### src/rtl/wave_gen_pkg.sv
// Shared definitions for the WaveGen phase sources: counting modes and their
// 2-bit encoding.
package wave_gen_pkg;

  typedef enum logic [1:0] {
    MODE_UP      = 2'd0,
    MODE_DOWN    = 2'd1,
    MODE_TRI     = 2'd2,
    MODE_ONESHOT = 2'd3
  } mode_t;

  localparam int MODE_W = 2;

endpackage

### src/rtl/wave_counter.sv
// Mod-M phase counter for the waveform generators: up/down sawtooth, triangle
// and one-shot, with a modulus latched only at reload points.
module wave_counter
  import wave_gen_pkg::*;
#(
  parameter int N = 8
) (
  input  logic         clk,
  input  logic         reset,
  input  logic         en,
  input  logic         clear,
  input  mode_t        mode,
  input  logic [N-1:0] M,
  output logic [N-1:0] count,
  output logic         tick,
  output logic         dir,
  output logic         done
);

  localparam logic [N-1:0] ONE  = N'(1);
  localparam logic [N-1:0] ZERO = '0;

  logic [N-1:0] r_count;
  logic [N-1:0] r_mcur;
  logic         r_dir;
  logic         r_done;
  logic         r_load_pending;

  logic [N-1:0] w_meff;
  logic [N-1:0] w_meffm;
  logic [N-1:0] w_top;
  logic [N-1:0] w_top_m;
  logic [N-1:0] w_count_next;
  logic [N-1:0] w_mcur_next;
  logic         w_dir_next;
  logic         w_done_next;
  logic         w_tick;
  logic         w_reload;

  // Moduli 0 and 1 both collapse to 1 so count-1 comparisons never underflow.
  always_comb begin
    w_meff  = (r_mcur <= ONE) ? ONE : r_mcur;
    w_meffm = (M <= ONE) ? ONE : M;
    w_top   = w_meff - ONE;
    w_top_m = w_meffm - ONE;
  end

  always_comb begin
    w_count_next = r_count;
    w_dir_next   = r_dir;
    w_done_next  = r_done;
    w_tick       = 1'b0;
    w_reload     = 1'b0;

    if (clear) begin
      w_reload    = 1'b1;
      w_done_next = 1'b0;
      if (mode == MODE_DOWN) begin
        w_count_next = w_top_m;
        w_dir_next   = 1'b0;
      end else begin
        w_count_next = ZERO;
        w_dir_next   = 1'b1;
      end
    end else if (en) begin
      unique case (mode)
        MODE_UP: begin
          w_dir_next  = 1'b1;
          w_done_next = 1'b0;
          if (r_count == w_top) begin
            w_tick       = 1'b1;
            w_reload     = 1'b1;
            w_count_next = ZERO;
          end else begin
            w_count_next = r_count + ONE;
          end
        end

        MODE_DOWN: begin
          w_dir_next  = 1'b0;
          w_done_next = 1'b0;
          if (r_count == ZERO) begin
            w_tick       = 1'b1;
            w_reload     = 1'b1;
            w_count_next = w_top_m;
          end else begin
            w_count_next = r_count - ONE;
          end
        end

        MODE_TRI: begin
          w_done_next = 1'b0;
          if (r_dir) begin
            if (r_count == w_top) begin
              w_tick = 1'b1;
              // A modulus of 1 has no slope to descend; stay rising at 0.
              if (w_meff == ONE) begin
                w_count_next = ZERO;
                w_dir_next   = 1'b1;
              end else begin
                w_count_next = r_count - ONE;
                w_dir_next   = 1'b0;
              end
            end else begin
              w_count_next = r_count + ONE;
            end
          end else begin
            if (r_count == ZERO) begin
              w_tick       = 1'b1;
              w_reload     = 1'b1;
              w_dir_next   = 1'b1;
              w_count_next = (w_meffm == ONE) ? ZERO : ONE;
            end else begin
              w_count_next = r_count - ONE;
            end
          end
        end

        MODE_ONESHOT: begin
          w_dir_next = 1'b1;
          if (!r_done) begin
            if (r_count == w_top) begin
              w_tick      = 1'b1;
              w_done_next = 1'b1;
            end else begin
              w_count_next = r_count + ONE;
            end
          end
        end

        default: begin
          w_count_next = r_count;
        end
      endcase
    end

    // The first clock after reset always picks up the requested modulus.
    w_mcur_next = (w_reload || r_load_pending) ? M : r_mcur;
  end

  always_ff @(posedge clk or posedge reset) begin
    if (reset) begin
      r_count        <= ZERO;
      r_mcur         <= ZERO;
      r_dir          <= 1'b1;
      r_done         <= 1'b0;
      r_load_pending <= 1'b1;
    end else begin
      r_count        <= w_count_next;
      r_mcur         <= w_mcur_next;
      r_dir          <= w_dir_next;
      r_done         <= w_done_next;
      r_load_pending <= 1'b0;
    end
  end

  assign count = r_count;
  assign tick  = w_tick;
  assign dir   = r_dir;
  assign done  = r_done;

endmodule

### config.mk
export PLATFORM = sky130hd
export DESIGN_NAME = wave_counter
export DESIGN_NICKNAME = d
export VERILOG_FILES = /design/src/rtl/wave_gen_pkg.sv /design/src/rtl/wave_counter.sv
export SDC_FILE = /design/constraint.sdc
export NUM_CORES = 1
export LEC_CHECK = 0
export BUFFER_PORTS_ARGS = -buffer_cell sky130_fd_sc_hd__buf_2
export CORE_MARGIN = 1.5
export CORE_UTILIZATION = 35
export CTS_CLUSTER_DIAMETER = 30
export DETAILED_ROUTE_END_ITERATION = 16
export PLACE_DENSITY = 0.5
export SETUP_SLACK_MARGIN = 0.3
export SYNTH_ARGS = -nofsm -noshare
export SYNTH_HDL_FRONTEND = slang
export SYNTH_SLANG_ARGS = --single-unit
### constraint.sdc
create_clock -name clk -period 4.2 [get_ports clk]
set_input_delay 0.42 -clock clk [delete_from_list [all_inputs] [get_ports clk]]
set_output_delay 0.42 -clock clk [all_outputs]
set_load 0.02 [all_outputs]
# ---- After elaboration in Yosys (flattened, before gate mapping)
# Index checks and enable logic that the tools add are counted.
dict set report totals {
  register_bits 19
  word_cells 63
  n_memories 0
  mem_bits_rw 0
  latchBits 0
  in_bits 14
  output_inout_bits 11
  romBits 0
}
dict set report classes {
  n_eq_ne 8
  multipliers 0
  n_bitwise 0
  n_reduce_logical 7
  order_cmp 2
  n_mux 37
  n_addsub 4
  n_div 0
  shift 0
}
# cell n
set ops {}
lappend ops {{8-bit two-way mux} 13}
lappend ops {{8-bit case mux with 4 select lines} 1}
lappend ops {{8-bit by 1-bit subtractor with 8-bit output (second input constant)} 3}
lappend ops {{1-bit two-way mux} 19}
lappend ops {{8-bit by 1-bit equality test with 1-bit output (second input constant)} 2}
lappend ops {{8-bit by 1-bit <= comparator with 1-bit output (second input constant)} 2}
lappend ops {{8-bit by 1-bit adder with 8-bit output (second input constant)} 1}
lappend ops {{8-bit equality test} 1}
lappend ops {{8-bit zero test} 1}
lappend ops {{3-bit inequality test (second input constant)} 2}
lappend ops {{1-bit case mux with 3 select lines} 2}
lappend ops {{2-bit equality test (second input constant)} 2}
lappend ops {{1-bit case mux with 4 select lines} 1}
lappend ops {{3-bit AND reduction} 1}
lappend ops {{3-bit OR reduction} 1}
lappend ops {{2-bit by 1-bit equality test with 1-bit output (second input constant)} 1}
lappend ops {{2-bit zero test} 1}
lappend ops {{1-bit case mux with 2 select lines} 1}
lappend ops {{2-bit nonzero test} 1}
lappend ops {{2-bit OR reduction} 1}
lappend ops {{1-bit logical OR} 1}

# ---- Depth between registers and ports, before layout
dict set report depth {
  ltp_word 9
  ltp_mapped 14
  depth_no_buf 12
}

# ---- Worst setup path after synthesis
# OpenSTA, ideal clock, no wires.
dict set report synth_path {
  path_type {register to register}
  startpoint {register r_mcur[2]}
  endpoint {register r_count[2], in the netlist count[2]}
  path_buffers 2
  t_required_ns 4.074
  setup_slack_ns 1.186
  stages_incl_launch_ff 13
  setup_ns 0.126
  arrival_ns 2.888
  synth_period_minus_slack_ns 3.014
  path_cell_list {dfrtp_1 > buf_6 > nor4_4 > a31oi_1 > ha_1 > clkbuf_1 > xnor2_1 > o32ai_1 > a32o_1 > a31o_2 > a21bo_2 > and2_1 > a221o_1}
}
dict set report synth_between {
  elab_chain_len 9
  elab_cells_between_ends 14
  cone_classes {add/sub (1); order compare (1); eq/ne (3); mux (8); reduce/logical (1)}
}
# item line_no
set synth_rtl {}
lappend synth_rtl {{start, declared} wave_counter.sv:24} ;# logic [N-1:0] r_mcur;
lappend synth_rtl {{start signal, assigned} wave_counter.sv:150} ;# r_mcur <= w_mcur_next;
lappend synth_rtl {{8-bit by 1-bit <= comparator with 1-bit output} wave_counter.sv:42} ;# w_meff = (r_mcur <= ONE) ? ONE : r_mcur;
lappend synth_rtl {{8-bit two-way mux *} wave_counter.sv:42}
lappend synth_rtl {{8-bit by 1-bit subtractor with 8-bit output / 8-bit by 1-bit equality test with 1-bit output (equally long branches)} {wave_counter.sv:44, wave_counter.sv:97}}
lappend synth_rtl {{8-bit equality test / 8-bit two-way mux (equally long branches)} n/a}
lappend synth_rtl {{8-bit two-way mux} wave_counter.sv:94} ;# if (r_count == w_top) begin
lappend synth_rtl {{8-bit two-way mux} wave_counter.sv:93} ;# if (r_dir) begin
lappend synth_rtl {{8-bit case mux with 4 select lines} wave_counter.sv:66} ;# unique case (mode)
lappend synth_rtl {{8-bit two-way mux} wave_counter.sv:65} ;# end else if (en) begin
lappend synth_rtl {{8-bit two-way mux} wave_counter.sv:55} ;# if (clear) begin
lappend synth_rtl {{end signal, assigned} wave_counter.sv:149} ;# r_count <= w_count_next;
lappend synth_rtl {{end, declared} wave_counter.sv:23} ;# logic [N-1:0] r_count;
# Every way passes the cells marked *; elsewhere a longest branch is shown, timed or not. The select of a mux whose other input is x is not followed.
# A chain may end at the register's enable or synchronous reset.

# ---- Final worst setup path
dict set report layout_path {
  startpoint {register r_mcur[2]}
  endpoint {output port tick}
}
dict set report layout_between {
  elab_chain_len 9
  elab_cells_between_ends 10
  cone_classes {add/sub (1); order compare (1); eq/ne (1); mux (7)}
}
# item line_no
set layout_rtl {}
lappend layout_rtl {{8-bit by 1-bit <= comparator with 1-bit output} wave_counter.sv:42}
lappend layout_rtl {{8-bit two-way mux *} wave_counter.sv:42}
lappend layout_rtl {{8-bit by 1-bit subtractor with 8-bit output *} wave_counter.sv:44} ;# w_top = w_meff - ONE;
lappend layout_rtl {{8-bit equality test *} {wave_counter.sv:70, wave_counter.sv:94, wave_counter.sv:122}}
lappend layout_rtl {{1-bit two-way mux *} {wave_counter.sv:70, wave_counter.sv:94, wave_counter.sv:122}}
lappend layout_rtl {{1-bit two-way mux, on equally long branches} {wave_counter.sv:121, wave_counter.sv:93}}
lappend layout_rtl {{1-bit case mux with 4 select lines *} wave_counter.sv:66}
lappend layout_rtl {{1-bit two-way mux *} wave_counter.sv:65}
lappend layout_rtl {{1-bit two-way mux *} wave_counter.sv:55}
lappend layout_rtl {{end, declared} wave_counter.sv:15} ;# output logic tick,
# Every way passes the cells marked *; elsewhere a longest branch is shown, timed or not.

==> results.md <==
- Outcome: finished, final reports clean
- Maximum vdd drop: 0.000129 V
- Final TNS setup: 0 ps
- Final Max Slew Viols: 0
- Skew-Pair Late Insertion Delay: 270 ps
- Crit-path max FO: 9
- Post-Route Skew: 2.82 ps
- Slowest cell on crit path: dfrtp_1
- Worst path max stage delay: 490 ps
- Crit path to: tick
- CP Launch Point: r_mcur[2]$_DFFE_PP0P_
- Core Box Area: 0.00628 mm²
- Worst Setup End Kind: output port
- Die area: 0.00692 mm²
- Gpl congestion: 0.944
- TritonCTS clock tree: done
- Critical path required time: 3780 ps
- Clock transition at path regs: 80 ps
- RSZ-0062 raised after global routing: no
- Deepest clock path buffer count: 2
- I/O Buffers: 24
- Initial DRT Pass Iterations: 5
- Syn avg cell area: 7.95 µm²
- Worst R2R Setup Slack: 740 ps
- Post-Place Cell Area: 0.00240 mm²
- Leakage power figure: 1.03 nW
- Largest net degree at the start of global routing: 20
- Fin worst setup slack: 562 ps
- Most used cell, CP: a31oi_1
- CP arrival: 3220 ps
- Max Fclk: 0.275 GHz
- Routed Antenna Nets: 0
- Row cnt: 29
- Cells on worst reg2reg path: 11
- Share of cells above drive strength 1: 16.9%
- Total power: 0.778 mW
- Initial antenna violation count: 0
- Post-CTS Hold Fix Bufs: 0
- Synth Register Bits: 19
- Syn_nets: 308
- Antenna diodes: 0
- Synth warn: 0
- Routed vias: 2346
- Sequential cell area: 478 µm²
- Initial core utilization: 35.8%
- Fill cells: 648
- Worst reg2reg endpoint: r_mcur[5]$_DFFE_PP0P_
- GR Overflow Total: 0
- Dpl ws: 797 ps
- CTS buffer count: 3
- Relative slew margins: 45.9%
- Wire length of the first global-routing pass: 11700 µm
- Slew @ Worst Pin: 811 ps
- DP HPWL: 5420 µm
- Drt total wl: 7290 µm
- Final instance area: 0.00245 mm²
- Reg2reg start: r_mcur[2]$_DFFE_PP0P_
- Post-route minimum period: 3640 ps
- Number of flops mapped to enable cells by yosys: 0
- Final net count: 322
- Postcts setup bufs: 0
- Setup Viol. Count Final: 0
- Vias in the first global route: 2122
- Ports: 25
- Vias/cell: 6.29
- Ys flop type: dfrtp_1
- CTS sink count: 19
- Drc violations: 0
- Ys async rst share: 100%
- Crit-path cells: nor4_4, a31oi_1, ha_1, o21bai_1, a31oi_1, a21oi_1, o211a_1, and3_1, a22oi_1, nor2_1, buf_2
- Period utilisation layout: 86.6%
- Cells after synthesis: 283
- Critical path class: reg2out
- Routed wire length per instance: 19.6 µm
- Area growth syn-to-layout: 8.84%
- Synthesized cell area: 0.00225 mm²
- H-tree levels: 1
- Die Width: 83.2 µm
- CP Launch Type: flip-flop
- Multi-input gate area: 0.00163 mm²
- Hold Fails Final Rpt: 0
- Synth cell types: 67
- Worst Hold Class: in2async
- Total GRT Usage: 21.4%
- Root Driver: clkbuf_8
- Post-CTS sizing: 0
- Max-cap violation count: 0
- Seq/Total Area, Yosys: 21.2%
- Die height: 83.2 µm
- Initial DRC count: 224
- Pwr Density: 318 mW/mm²
[cells in the final DEF (no fill, tap or decap), types with 8 or more instances in the layout]
cell type	count
buf_2	24
nand3_1	10
a21oi_1	21
nor2_1	23
nand2_1	23
o21ai_0	8
dfrtp_1	17
a31oi_1	8
xnor2_1	14
inv_1	14
ha_1	11
[worst min-delay path by stage]
| stage | from | end | cells after the start |
|---|---|---|---|
| floorplan | reset | count[0]$_DFFE_PP0P_ | 1 |
| global placement | r_mcur[6]$_DFFE_PP0P_ | r_mcur[6]$_DFFE_PP0P_ | 1 |
| detailed placement | r_mcur[6]$_DFFE_PP0P_ | r_mcur[6]$_DFFE_PP0P_ | 1 |
| CTS | reset | count[6]$_DFFE_PP0P_ | 2 |
| global route | reset | count[6]$_DFFE_PP0P_ | 2 |
| finish | reset | count[6]$_DFFE_PP0P_ | 2 |
[metal layers]
| metal | GRT usage [%] | part of all wire (%) | up-vias |
|---|---|---|---|
| li1 | - | - | 1085 |
| met1 | 30.6 | 44 | 1103 |
| met2 | 32.2 | 44 | 132 |
| met3 | 2.49 | 7.6 | 26 |
| met4 | 9.70 | 4.0 | 0 |
| met5 | 0 | 0 | - |
[power breakdown]
group / total (mW) / internal (mW) / leakage [nW] / switching (mW)
logic: 0.382 / 0.154 / 0.778 / 0.227
clock network: 0.141 / 0.0672 / 0.0217 / 0.0738
registers: 0.256 / 0.204 / 0.231 / 0.0520
total: 0.778 / 0.425 / 1.03 / 0.353
[sequential cells by signal, indices dropped and copies added, names as in the netlist]
signal	flops
count	8
done	1
r_load_pending	1
r_mcur	8
dir	1
[logic make-up (layout without fill, tap and decap cells)]
kind of cell	Yosys count	in the layout	synth area share [%]
other	1	1	0.167
xor gates and xnor gates	20	20	7.79
AOI/OAI and AO/OA	96	96	30.6
DFF	19	19	21.2
muxes	13	13	7.34
buffers and inverters	33	46	6.28
adders and majority gates	11	11	6.12
and+or+nand+nor	90	90	20.5
[worst max-delay path: cells and delay by family (launching register included)]
family	cells	cell delay, ps
buffers and inverters	1	180
DFF	1	490
and+or+nand+nor	3	1020
adders and majority gates	1	330
AOI/OAI and AO/OA	6	930
[cell type report]
class                      instances  area share, %
tap                               77           3.93
timing repair buffer              26           5.52
sequential                        19           19.5
clock inverter                     1          0.307
inverter                          16           2.45
multi-input combinational        231           66.6
clock buffer                       3           1.69
[synthesized netlist by cell type, drive strengths merged, types with 3 or more instances]
master	count	area [µm²]
mux2	7	105
mux2i	6	60.1
a221o	3	30.0
o21ai	16	91.3
a21oi	23	130
nor2	23	86.3
clkbuf	13	48.8
nand2	23	86.3
inv	16	60.1
buf	4	32.5
o31ai	6	45.0
a31oi	8	50.1
nor3	4	20.0
a211oi	3	22.5
and3	6	37.5
or4	4	30.0
dfrtp	17	425
nand3	10	50.1
ha	11	138
xnor2	14	123
xor2	6	52.6
nor4	6	52.6
[through the flow]
stage / hold slack (ps) / cells / util, %
after floorplan: 370 / 283 / -
after global placement: 606 / 369 / 38.2
after detailed placement: 602 / 369 / 38.2
after CTS: 330 / 373 / 39.0
after global routing: 351 / 373 / 39.0
final: 291 / 373 / 39.0
Power figures use the tool's default switching activity.
